**config.mk**
```make
export PLATFORM = sky130hd
export DESIGN_NAME = sr_task_queue_prio_flat
export DESIGN_NICKNAME = d
export VERILOG_FILES = /design/src/rtl/sr_task_queue_prio_pkg.sv /design/src/rtl/sr_task_queue_prio_if.sv /design/src/rtl/sr_task_queue_prio_cell.sv /design/src/rtl/sr_task_queue_prio.sv /design/src/flat_wrapper.sv
export SDC_FILE = /design/constraint.sdc
export NUM_CORES = 2
export LEC_CHECK = 0
export ABC_AREA = 1
export CAP_MARGIN = 10
export CORE_MARGIN = 4
export CORE_UTILIZATION = 35
export CTS_CLUSTER_SIZE = 28
export DETAILED_ROUTE_END_ITERATION = 10
export PLACE_DENSITY_LB_ADDON = 0.1
export SYNTH_ARGS = -nofsm -noshare
export SYNTH_HDL_FRONTEND = slang
export SYNTH_SLANG_ARGS = --single-unit
```
**constraint.sdc**
```tcl
create_clock -name clk -period 8.4 [get_ports clk]
set_input_delay 2.1 -clock clk [delete_from_list [all_inputs] [get_ports clk]]
set_output_delay 2.1 -clock clk [all_outputs]
set_load 0.02 [all_outputs]
```
**src/rtl/sr_task_queue_prio_pkg.sv**
```systemverilog
// rtl/sr_task_queue_prio_pkg.sv - shared types and constants for the deadline-sorted task queue
//
// Purpose: per-slot shift-op encoding, error-bit indices and entry layout helpers.
// Entry layout (packed, MSB first): {valid, ready, tid[TID_W], key[KEY_W]}.
// A package typedef cannot carry module parameters, so the entry is a flat
// vector of entry_width(TID_W, KEY_W) bits and the offsets below locate each field.
package sr_task_queue_pkg;

  typedef enum logic [1:0] {
    HOLD       = 2'd0,  // keep own entry
    LOAD_NEW   = 2'd1,  // capture the enqueued entry
    TAKE_LOWER = 2'd2,  // take entry from slot i-1 (insert shifts up)
    TAKE_UPPER = 2'd3   // take entry from slot i+1 (delete compacts down)
  } shift_op_e;

  localparam int ERR_OVERFLOW  = 0;
  localparam int ERR_UNDERFLOW = 1;
  localparam int ERR_NOMATCH   = 2;
  localparam int ERR_DUP       = 3;
  localparam int ERR_COLLISION = 4;
  localparam int ERR_NUM       = 5;

  function automatic int entry_width(input int tid_w, input int key_w);
    return tid_w + key_w + 2;
  endfunction

  function automatic int valid_bit(input int tid_w, input int key_w);
    return tid_w + key_w + 1;
  endfunction

  function automatic int ready_bit(input int tid_w, input int key_w);
    return tid_w + key_w;
  endfunction

endpackage

```
**src/rtl/sr_task_queue_prio_if.sv**
```systemverilog
// rtl/sr_task_queue_prio_if.sv - command and status bundle of the task queue
//
// Purpose: groups task-control commands, dispatcher pop and queue status.
// master: drives tick/enq/deq/rm/blk, observes head/status/error pulses.
// slave : the queue itself.
interface sr_task_queue_prio_if #(
  parameter int DEPTH = 8,
  parameter int TID_W = 4,
  parameter int KEY_W = 32
);
  localparam int CNT_W = $clog2(DEPTH + 1);

  logic             tick;
  logic             enq_valid;
  logic [TID_W-1:0] enq_tid;
  logic [KEY_W-1:0] enq_key;
  logic             deq;
  logic             rm_valid;
  logic [TID_W-1:0] rm_tid;
  logic             blk_valid;
  logic [TID_W-1:0] blk_tid;
  logic             blk_set;

  logic             head_valid;
  logic [TID_W-1:0] head_tid;
  logic [KEY_W-1:0] head_key;
  logic [CNT_W-1:0] count;
  logic             full;
  logic             empty;
  logic             miss;
  logic             err_overflow;
  logic             err_underflow;
  logic             err_nomatch;
  logic             err_dup;
  logic             err_collision;

  modport master (
    output tick, enq_valid, enq_tid, enq_key, deq, rm_valid, rm_tid,
           blk_valid, blk_tid, blk_set,
    input  head_valid, head_tid, head_key, count, full, empty, miss,
           err_overflow, err_underflow, err_nomatch, err_dup, err_collision
  );

  modport slave (
    input  tick, enq_valid, enq_tid, enq_key, deq, rm_valid, rm_tid,
           blk_valid, blk_tid, blk_set,
    output head_valid, head_tid, head_key, count, full, empty, miss,
           err_overflow, err_underflow, err_nomatch, err_dup, err_collision
  );

endinterface

```
**src/rtl/sr_task_queue_prio_cell.sv**
```systemverilog
// rtl/sr_task_queue_prio_cell.sv - one storage slot of the shift-register task queue
//
// Purpose: holds one entry {valid, ready, tid, key}; selects its next entry from
// itself, the enqueued entry or a neighbour, ages the key on tick and applies
// a block/activate that the top resolved against the post-shift contents.
// Ports: clk, rst (sync, active-high); op (shift select); lower_e/upper_e
// (neighbour entries, zero beyond the ends); new_e (entry being enqueued);
// tick; blk_match/blk_set; ent_q (registered entry).
module sr_task_queue_cell
  import sr_task_queue_pkg::*;
#(
  parameter  int TID_W = 4,
  parameter  int KEY_W = 32,
  localparam int EW    = TID_W + KEY_W + 2
) (
  input  logic          clk,
  input  logic          rst,
  input  shift_op_e     op,
  input  logic [EW-1:0] lower_e,
  input  logic [EW-1:0] upper_e,
  input  logic [EW-1:0] new_e,
  input  logic          tick,
  input  logic          blk_match,
  input  logic          blk_set,
  output logic [EW-1:0] ent_q
);

  localparam int VB = EW - 1;
  localparam int RB = EW - 2;

  logic [EW-1:0]    src;
  logic             age;
  logic [KEY_W-1:0] key_n;
  logic [EW-1:0]    ent_d;

  always_comb begin
    src   = ent_q;
    age   = 1'b1;
    key_n = '0;
    ent_d = '0;
    case (op)
      HOLD:       src = ent_q;
      // A freshly enqueued key is stored exactly as given, even on a tick cycle.
      LOAD_NEW: begin
        src = new_e;
        age = 1'b0;
      end
      TAKE_LOWER: src = lower_e;
      TAKE_UPPER: src = upper_e;
      default:    src = ent_q;
    endcase
    key_n = src[KEY_W-1:0];
    // Uniform saturating decrement keeps the non-decreasing order intact.
    if (tick && age && src[VB] && (key_n != '0)) begin
      key_n = key_n - KEY_W'(1);
    end
    ent_d             = src;
    ent_d[KEY_W-1:0]  = key_n;
    if (blk_match) begin
      ent_d[RB] = ~blk_set;
    end
  end

  always_ff @(posedge clk) begin
    if (rst) begin
      ent_q <= '0;
    end else begin
      ent_q <= ent_d;
    end
  end

endmodule

```
**src/rtl/sr_task_queue_prio.sv**
```systemverilog
// rtl/sr_task_queue_prio.sv - deadline-sorted task queue with aging, blocking and ready head
//
// Purpose: DEPTH-slot shift-register queue sorted by key; one structural op per
// cycle (rm > deq > enq), independent block/activate, key aging on tick.
// Ports: clk, rst (sync, active-high); q (slave side of sr_task_queue_prio_if):
// commands tick/enq/deq/rm/blk in, head/count/full/empty/miss and one-cycle
// error pulses out.
module sr_task_queue_prio
  import sr_task_queue_pkg::*;
#(
  parameter  int DEPTH = 8,
  parameter  int TID_W = 4,
  parameter  int KEY_W = 32,
  localparam int CNT_W = $clog2(DEPTH + 1)
) (
  input logic                 clk,
  input logic                 rst,
  sr_task_queue_prio_if.slave q
);

  localparam int EW = entry_width(TID_W, KEY_W);
  localparam int VB = valid_bit(TID_W, KEY_W);
  localparam int RB = ready_bit(TID_W, KEY_W);
  localparam int IW = (DEPTH > 1) ? $clog2(DEPTH) : 1;

  logic [EW-1:0]    ent_q   [DEPTH];
  logic [EW-1:0]    ent_ext [DEPTH+2];
  logic [DEPTH-1:0] v_vec;
  logic [DEPTH-1:0] r_vec;
  logic [TID_W-1:0] tid_a   [DEPTH];
  logic [KEY_W-1:0] key_a   [DEPTH];

  // Unpack slots; ent_ext pads both ends with an empty entry so slot i sees
  // its lower neighbour at ent_ext[i] and its upper one at ent_ext[i+2].
  always_comb begin
    ent_ext[0]       = '0;
    ent_ext[DEPTH+1] = '0;
    for (int i = 0; i < DEPTH; i++) begin
      ent_ext[i+1] = ent_q[i];
      v_vec[i]     = ent_q[i][VB];
      r_vec[i]     = ent_q[i][RB];
      tid_a[i]     = ent_q[i][KEY_W +: TID_W];
      key_a[i]     = ent_q[i][KEY_W-1:0];
    end
  end

  // tid match vectors against pre-op state.
  logic [DEPTH-1:0] rm_hit, blk_hit, dup_hit;
  always_comb begin
    for (int i = 0; i < DEPTH; i++) begin
      rm_hit[i]  = v_vec[i] && (tid_a[i] == q.rm_tid);
      blk_hit[i] = v_vec[i] && (tid_a[i] == q.blk_tid);
      dup_hit[i] = v_vec[i] && (tid_a[i] == q.enq_tid);
    end
  end

  // Priority encoders: insert slot (first empty or first key strictly greater,
  // so equal keys keep arrival order), remove slot, first ready slot.
  logic          ins_found, rm_found, rdy_found;
  logic [IW-1:0] ins_idx, rm_idx, rdy_idx;
  always_comb begin
    ins_found = 1'b0;
    rm_found  = 1'b0;
    rdy_found = 1'b0;
    ins_idx   = '0;
    rm_idx    = '0;
    rdy_idx   = '0;
    for (int i = 0; i < DEPTH; i++) begin
      if (!ins_found && (!v_vec[i] || (key_a[i] > q.enq_key))) begin
        ins_found = 1'b1;
        ins_idx   = IW'(i);
      end
      if (!rm_found && rm_hit[i]) begin
        rm_found = 1'b1;
        rm_idx   = IW'(i);
      end
      if (!rdy_found && v_vec[i] && r_vec[i]) begin
        rdy_found = 1'b1;
        rdy_idx   = IW'(i);
      end
    end
  end

  logic [CNT_W-1:0] count_w;
  always_comb begin
    count_w = '0;
    for (int i = 0; i < DEPTH; i++) begin
      count_w = count_w + CNT_W'(v_vec[i]);
    end
  end

  logic full_w, enq_dup;
  assign full_w  = (count_w == CNT_W'(DEPTH));
  assign enq_dup = |dup_hit;

  // Structural op arbitration.
  logic          do_rm, do_deq, do_enq, del_en;
  logic [IW-1:0] del_idx;
  logic          enq_win;
  assign enq_win = q.enq_valid && !q.rm_valid && !q.deq;
  assign do_rm   = q.rm_valid && rm_found;
  assign do_deq  = q.deq && !q.rm_valid && rdy_found;
  assign do_enq  = enq_win && !full_w && !enq_dup;
  assign del_en  = do_rm || do_deq;
  assign del_idx = do_rm ? rm_idx : rdy_idx;

  shift_op_e op [DEPTH];
  always_comb begin
    for (int i = 0; i < DEPTH; i++) begin
      op[i] = HOLD;
      if (del_en && (i >= int'(del_idx))) begin
        op[i] = TAKE_UPPER;
      end else if (do_enq) begin
        if (i == int'(ins_idx)) begin
          op[i] = LOAD_NEW;
        end else if (i > int'(ins_idx)) begin
          op[i] = TAKE_LOWER;
        end
      end
    end
  end

  // Block/activate acts on whatever lands in each slot after the shift, so a
  // removed/dequeued target finds no slot and a same-cycle enqueue can match.
  logic [DEPTH+1:0] blk_ext;
  logic [DEPTH-1:0] blk_post;
  assign blk_ext = {1'b0, blk_hit, 1'b0};
  always_comb begin
    for (int i = 0; i < DEPTH; i++) begin
      case (op[i])
        HOLD:       blk_post[i] = blk_hit[i];
        LOAD_NEW:   blk_post[i] = (q.enq_tid == q.blk_tid);
        TAKE_LOWER: blk_post[i] = blk_ext[i];
        TAKE_UPPER: blk_post[i] = blk_ext[i+2];
        default:    blk_post[i] = 1'b0;
      endcase
      blk_post[i] = blk_post[i] && q.blk_valid;
    end
  end

  logic [EW-1:0] new_e;
  assign new_e = {1'b1, 1'b1, q.enq_tid, q.enq_key};

  for (genvar g = 0; g < DEPTH; g++) begin : g_cell
    sr_task_queue_cell #(
      .TID_W (TID_W),
      .KEY_W (KEY_W)
    ) u_cell (
      .clk       (clk),
      .rst       (rst),
      .op        (op[g]),
      .lower_e   (ent_ext[g]),
      .upper_e   (ent_ext[g+2]),
      .new_e     (new_e),
      .tick      (q.tick),
      .blk_match (blk_post[g]),
      .blk_set   (q.blk_set),
      .ent_q     (ent_q[g])
    );
  end

  // Error pulses, registered so each is high for exactly the following cycle.
  logic [ERR_NUM-1:0] err_d, err_q;
  always_comb begin
    err_d                = '0;
    err_d[ERR_OVERFLOW]  = enq_win && full_w;
    err_d[ERR_DUP]       = enq_win && !full_w && enq_dup;
    err_d[ERR_UNDERFLOW] = q.deq && !q.rm_valid && !rdy_found;
    err_d[ERR_NOMATCH]   = (q.rm_valid && !rm_found) || (q.blk_valid && !(|blk_post));
    err_d[ERR_COLLISION] = (q.rm_valid && (q.deq || q.enq_valid)) || (q.deq && q.enq_valid);
  end

  always_ff @(posedge clk) begin
    if (rst) begin
      err_q <= '0;
    end else begin
      err_q <= err_d;
    end
  end

  logic miss_w;
  always_comb begin
    miss_w = 1'b0;
    for (int i = 0; i < DEPTH; i++) begin
      miss_w = miss_w || (v_vec[i] && (key_a[i] == '0));
    end
  end

  assign q.head_valid    = rdy_found;
  assign q.head_tid      = rdy_found ? tid_a[rdy_idx] : '0;
  assign q.head_key      = rdy_found ? key_a[rdy_idx] : '0;
  assign q.count         = count_w;
  assign q.full          = full_w;
  assign q.empty         = (count_w == '0);
  assign q.miss          = miss_w;
  assign q.err_overflow  = err_q[ERR_OVERFLOW];
  assign q.err_underflow = err_q[ERR_UNDERFLOW];
  assign q.err_nomatch   = err_q[ERR_NOMATCH];
  assign q.err_dup       = err_q[ERR_DUP];
  assign q.err_collision = err_q[ERR_COLLISION];

endmodule

```
**src/flat_wrapper.sv**
```systemverilog
// flat-port wrapper written by rule: the top's interface ports become plain ports
module sr_task_queue_prio_flat import sr_task_queue_pkg::*;
#(
  parameter  int DEPTH = 8,
  parameter  int TID_W = 4,
  parameter  int KEY_W = 32,
  localparam int CNT_W = $clog2(DEPTH + 1)
)
  (clk, rst, q_tick, q_enq_valid, q_enq_tid, q_enq_key, q_deq, q_rm_valid, q_rm_tid, q_blk_valid, q_blk_tid, q_blk_set, q_head_valid, q_head_tid, q_head_key, q_count, q_full, q_empty, q_miss, q_err_overflow, q_err_underflow, q_err_nomatch, q_err_dup, q_err_collision);
  sr_task_queue_prio_if #(.DEPTH(DEPTH), .TID_W(TID_W), .KEY_W(KEY_W)) q_i ();
  input logic clk;
  input logic rst;
  input wire logic [$bits(q_i.tick)-1:0] q_tick;
  input wire logic [$bits(q_i.enq_valid)-1:0] q_enq_valid;
  input wire logic [$bits(q_i.enq_tid)-1:0] q_enq_tid;
  input wire logic [$bits(q_i.enq_key)-1:0] q_enq_key;
  input wire logic [$bits(q_i.deq)-1:0] q_deq;
  input wire logic [$bits(q_i.rm_valid)-1:0] q_rm_valid;
  input wire logic [$bits(q_i.rm_tid)-1:0] q_rm_tid;
  input wire logic [$bits(q_i.blk_valid)-1:0] q_blk_valid;
  input wire logic [$bits(q_i.blk_tid)-1:0] q_blk_tid;
  input wire logic [$bits(q_i.blk_set)-1:0] q_blk_set;
  output wire logic [$bits(q_i.head_valid)-1:0] q_head_valid;
  output wire logic [$bits(q_i.head_tid)-1:0] q_head_tid;
  output wire logic [$bits(q_i.head_key)-1:0] q_head_key;
  output wire logic [$bits(q_i.count)-1:0] q_count;
  output wire logic [$bits(q_i.full)-1:0] q_full;
  output wire logic [$bits(q_i.empty)-1:0] q_empty;
  output wire logic [$bits(q_i.miss)-1:0] q_miss;
  output wire logic [$bits(q_i.err_overflow)-1:0] q_err_overflow;
  output wire logic [$bits(q_i.err_underflow)-1:0] q_err_underflow;
  output wire logic [$bits(q_i.err_nomatch)-1:0] q_err_nomatch;
  output wire logic [$bits(q_i.err_dup)-1:0] q_err_dup;
  output wire logic [$bits(q_i.err_collision)-1:0] q_err_collision;
  assign q_i.tick = q_tick;
  assign q_i.enq_valid = q_enq_valid;
  assign q_i.enq_tid = q_enq_tid;
  assign q_i.enq_key = q_enq_key;
  assign q_i.deq = q_deq;
  assign q_i.rm_valid = q_rm_valid;
  assign q_i.rm_tid = q_rm_tid;
  assign q_i.blk_valid = q_blk_valid;
  assign q_i.blk_tid = q_blk_tid;
  assign q_i.blk_set = q_blk_set;
  assign q_head_valid = q_i.head_valid;
  assign q_head_tid = q_i.head_tid;
  assign q_head_key = q_i.head_key;
  assign q_count = q_i.count;
  assign q_full = q_i.full;
  assign q_empty = q_i.empty;
  assign q_miss = q_i.miss;
  assign q_err_overflow = q_i.err_overflow;
  assign q_err_underflow = q_i.err_underflow;
  assign q_err_nomatch = q_i.err_nomatch;
  assign q_err_dup = q_i.err_dup;
  assign q_err_collision = q_i.err_collision;
  sr_task_queue_prio #(.DEPTH(DEPTH), .TID_W(TID_W), .KEY_W(KEY_W)) u_core (.clk(clk), .rst(rst), .q(q_i));
endmodule
```
== Word-level counts from Yosys, hierarchy flattened ==
Index checks and enable logic that the tools add are counted.

* Register bits: 309
* Input port bits: 52
* Output and inout bits: 49
* Word-level logic and storage cells: 451

* Add/sub/neg operators: 15
* Order comparisons: 23
* Equality and inequality tests: 65
* Muxes and demuxes: 124
* Bitwise gates (word level): 2
* Reduce and logical (&&, ||, !) cells: 197

{| class="wikitable"
|+ Operators by type and width
! kind !! count
|-
| 38-bit case mux with 4 select lines || 8
|-
| 32-bit two-way mux || 11
|-
| 32-bit greater-than comparator || 8
|-
| 32-bit zero test || 8
|-
| 32-bit nonzero test || 8
|-
| 32-bit by 1-bit subtractor with 32-bit output, second input constant || 8
|-
| 1-bit logical AND || 114
|-
| 4-bit == test || 25
|-
| 32-bit binary-select mux with 3-bit select || 1
|-
| 2-bit two-way mux || 35
|-
| 1-bit two-way mux || 44
|-
| 3-bit two-way mux || 13
|-
| 1-bit zero test || 36
|-
| 2-bit == test, second input constant || 16
|-
| 1-bit case mux with 4 select lines || 8
|-
| 4-bit by 1-bit adder with 4-bit output || 6
|-
| 1-bit logical OR || 19
|-
| 2-bit by 1-bit == test with 1-bit output, second input constant || 8
|-
| 2-bit zero test || 8
|-
| 2-bit inequality test, second input constant || 8
|-
| 8-bit OR reduction || 2
|-
| 4-bit binary-select mux with 3-bit select || 1
|-
| 3-bit == test, first input constant || 4
|-
| 3-bit greater-than comparator, first input constant || 4
|-
| other kinds (15) || 23
|}

== Longest topological paths before layout ==
* Word-level depth: 41
* Gate-level depth with buffers: 39
* Mapped depth without buffers: 37

== Modules after synthesis ==
A second synthesis with hierarchy kept.

* Cells, all modules: 7414
* Area, all modules: 44973.1 µm²

{| class="wikitable"
|+ Modules (own cells, without submodules)
! module !! times used !! cells each !! area an instance (µm²) !! sequential area each (µm²)
|-
| sr_task_queue_cell || 8 || 668 || 4126.5 || 760.7
|-
| sr_task_queue_prio || 1 || 2070 || 11961.5 || 100.1
|}

== Least setup slack after synthesis ==
No wires, ideal clock.

* Path type: input port to flip-flop
* Start: input q_enq_key[31]
* End: register u_core.g_cell[0].u_cell.ent_q[30]
* Setup time: 0.132 ns
* Arrival time: 5.835 ns
* Data required time: 8.268 ns
* Setup slack: 2.432 ns
* Stages on the path: 30
* Path buffers: 2
* Path through: inv_1 > ha_1 > nand2_1 > nor2_1 > nand4_1 > nor4_1 > nand3b_1 > nand2_1 > nand2_1 > nor2_1 > inv_1 > nor3_2 > nor2_4 > nand3_4 > inv_2 > buf_2 > buf_2 > nand2_1 > nand3b_1 > inv_1 > ha_1 > nand3_1 > inv_1 > nand2_1 > nor2_1 > nand2_1 > nand2_1 > nand2_1 > nand2_1 > a21oi_1

* Longest elaborated chain between the ends: 34
* Elaborated cells between the ends (all ways): 60
* Classes of those cells: add/sub: 1; order compare: 8; eq/ne: 3; mux: 20; reduce/logical: 28

{| class="wikitable"
|+ Ends and longest elaborated chain
! what !! line !! text
|-
| start, declared || flat_wrapper.sv:16 || <nowiki>input wire logic [$bits(q_i.enq_key)-1:0] q_enq_key;</nowiki>
|-
| branches (longest 33 deep; another with 32-bit greater-than comparator) || - ||
|-
| 32-bit two-way mux (*) || sr_task_queue_prio_cell.sv:54 || <nowiki>if (tick && age && src[VB] && (key_n != '0)) begin</nowiki>
|-
| end signal, assigned || sr_task_queue_prio_cell.sv:68 || <nowiki>ent_q <= ent_d;</nowiki>
|-
| end, declared || sr_task_queue_prio_cell.sv:25 || <nowiki>output logic [EW-1:0] ent_q</nowiki>
|}

Every way passes the cells marked *.
A chain may end at the register's enable or synchronous reset.

== Worst setup path in the final report ==
* Start: input q_enq_key[31]
* End: register u_core.g_cell[0].u_cell.ent_q[19]

The elaborated chain is that of the path after synthesis.

==> results.md <==
* Final hold violation count at 0
* Global Route Usage Sum at between 40 and 50%
* Port Buffers at 100
* Final worst path period need at 7.787 ns
* Critical path startpoint category: input pin
* Cell repeated most along the worst path: nand2_1
* Number of DRC markers in iteration 0 at roughly 7,000
* Worst-path cell chain: clkdlybuf4s50_1 > inv_1 > buf_4 > ha_1 > nand2_1 > nor3_1 > and3_1 > nand3b_1 > nand2_1 > nand2_1 > nor2_2 > nand2_1 > a41oi_1 > nor2_4 > nand3_4 > nand2_4 > buf_4 > o22ai_1 > nor3_1 > buf_4 > nand2_2 > inv_2 > nand2_1 > a21oi_1
* Worst clock skew at approximately 0.028 ns
* Area occupied by multi-input gates at 27,180 um^2
* Nets at between 7,000 and 8,000
* Clock sink count at about 300
* PwrDens at 451.7 nW/um^2
* Seq/Total Area, Yosys at ~16%
* Post-cts gate resize count at 0
* Htree depth at 2
* Ys flop type: dfxtp_1
* Initial Utilization at approximately 35%
* CP required at ~8.9 ns
* Top Family by Delay on Critical Path: simple AND/OR/NAND/NOR gates
* Total wire length at roughly 250 mm
* Critical path endpoint category: register
* Min-delay worst type: register to register
* Clk root buf: clkbuf_16
* Synth-to-Final Area Change at 16.75%
* DR WL/cell at ~30 um
* Yosys Warn Count at 0
* Vias per std cell at roughly 5.9
* IO Pins at about 100
* Status: finished clean
* Cts hold-fix bufs at 0
* Unrepaired setup endpoints after global routing: no
* Synth Instances at 6,695
* Relative max-transition margin at a little over a tenth
* DRT Pass-1 Iters at 6
* Final core utilization at 41.41%
* Mapped Area at about 38,000 um^2
* Largest area contributor in the netlist: nand2_1
* Fill count at 11,900
* DRC at 0
* Vias in the first global route at 45,190
* CTS tree: yes
* Period utilization at 92.71%
* Share of cells above drive strength 1 at between 9 and 10%
* Post-synthesis cell type count at slightly below 70
* Global-route wire length before repair at about 340 mm
* Routability cong. at ~1.1
* Tightest Pin Transition at between 1 and 1.5 ns
* Max VDD drop at about 0.00033 V
* CTS Buf Count at 45
* Syn nets at between 7,000 and 8,000
* Num rows at 119
* Die Span Y at between 300 and 400 um
* Slowest cell on the critical path: o22ai_1
* Die width at approximately 340 um
* Top cell type's share of synthesized area at a little over a fifth
* Post-route ant nets at 0
* Crit path buf inv count at 6
* Core area at 105,900 um^2
* DR vias at roughly 49,000
* Synth area leaders: nand2_1, dfxtp_1, nor2_1, ha_1, a21oi_1
* Yosys reg bits at 309
* Largest net degree at the start of global routing at 127
* HPWL after DPL at 200.2 mm
* Fraction of registers with async set/reset at 0%
* Post-synth EDFFs at 0
* Register area at 6186 um^2
* CTS Buffer Depth at 3
* Postcts setup bufs at 0
* Worst endpoint data arrival time at around 8.3 ns
* Final setup viols at 0
* Setup Total Neg Slack at 0 ns
* Initial antenna violation count at 15
* Mapped Avg Cell Area at 5.608 um^2
* Crit path kind: input pin to register
* Fin. max-slew vios at 0
* Crit path max fanout at 32
* Clock slew at reported path FFs at approximately 0.060 ns
* Slowest stage delay, CP at 0.84 ns
* MaxCap Viol Count at 0
* DIE AREA at about 110,000 um^2
* Leakage at roughly 22 nW
* GR Overflow Total at 0
* Worst skew pair latency at about 0.65 ns
* F_max at 0.1284 GHz
==> sequential cells by signal (all words and copies together), names as in the netlist <==
name                        flops
u_core.err_q                    5
u_core.g_cell.u_cell.ent_q    304
==> routing by layer <==
| layer | wire length, um | part of all wire [%] | global-route usage [%] | up-vias |
|---|---|---|---|---|
| met5 | 149 | 0.059 | 0.4681 | - |
| met4 | 20960 | 8.3 | 28.19 | 14 |
| met3 | 26910 | 11 | 10.32 | 861 |
| met2 | 104500 | 41 | 65.18 | 3170 |
| met1 | 99330 | 39 | 54.22 | 22910 |
| li1 | - | - | - | 22420 |
==> per-stage QoR <==
stage	cell area (um^2)	setup WS (ns)	total power, mW	hold slack [ns]	std cells
after floorplan	37550	2.432	11.58	0.4664	6695
after global placement	42280	0.1320	17.25	0.4895	8324
after detailed placement	42280	0.1715	17.22	0.4897	8324
after CTS	43810	0.8342	19.37	0.4980	8406
after global routing	43820	0.3853	21.18	0.5306	8409
final	43840	0.6127	19.80	0.4991	8416
==> cells by family after synthesis <==
group,synth area share (%)
AO/OA/AOI/OAI,17.68
adder cells (fa/ha/maj),9.377
buffers and inverters,11.21
flip-flops,16.47
AND/OR/NAND/NOR,41.97
XOR/XNOR,3.289
==> synthesized netlist by cell type (32+ instances only) <==
cell type,instances
a21oi_1,569
buf_2,72
buf_4,36
clkbuf_1,123
dfxtp_1,309
ha_1,275
inv_1,708
nand2_1,2139
nand3_1,312
nand4_1,116
nor2_1,944
nor2_2,33
nor3_1,101
nor4_1,32
o211ai_1,106
o21ai_0,242
o22ai_1,115
xor2_1,117
==> power by group <==
group | total, mW | internal, mW | leakage [nW] | switching [mW]
clock | 2.07 | 1.22 | 0.760 | 0.845
sequential | 3.04 | 1.88 | 2.51 | 1.16
combinational | 14.7 | 4.83 | 18.9 | 9.87
==> final timing paths <==
kind                                                       start                                              to  slack, ns  cells past startpoint
setup / recovery                                   q_enq_key[31]    u_core.g_cell[0].u_cell.ent_q[19]$_SDFF_PP0_       0.61                     24
hold / removal    u_core.g_cell[4].u_cell.ent_q[33]$_SDFFE_PP0P_  u_core.g_cell[4].u_cell.ent_q[33]$_SDFFE_PP0P_       0.50                      2
setup reg to reg    u_core.g_cell[1].u_cell.ent_q[37]$_SDFF_PP0_    u_core.g_cell[6].u_cell.ent_q[20]$_SDFF_PP0_       1.11                     27
hold reg to reg   u_core.g_cell[4].u_cell.ent_q[33]$_SDFFE_PP0P_  u_core.g_cell[4].u_cell.ent_q[33]$_SDFFE_PP0P_       0.50                      2
==> layout make-up <==
class                   count  share of cell area, %
clock buffers              65                  3.042
diodes                     10                0.05708
flip-flops and latches    309                  14.11
well taps                1391                  3.970
inverters                 750                  6.456
repair buffers            507                  9.921
clock inverters            17                 0.4538
multi-input cells        5367                  61.99
==> tightest hold or removal path, cell delays in order (launching register included) <==
cell     delay (ns)
dfxtp_1        0.33
nand2_1        0.07
a21oi_1        0.05
==> layout by cell type, fill, tap and decap left out, types with 106 or more instances in the layout <==
cell type	instances
nand3_1	311
a21oi_1	569
dfxtp_1	309
o21ai_0	242
inv_1	708
buf_4	384
xor2_1	117
o22ai_1	115
nand2_1	2139
ha_1	275
o211ai_1	106
nor2_1	941
nand4_1	116
(Power assumes the default switching activity.)
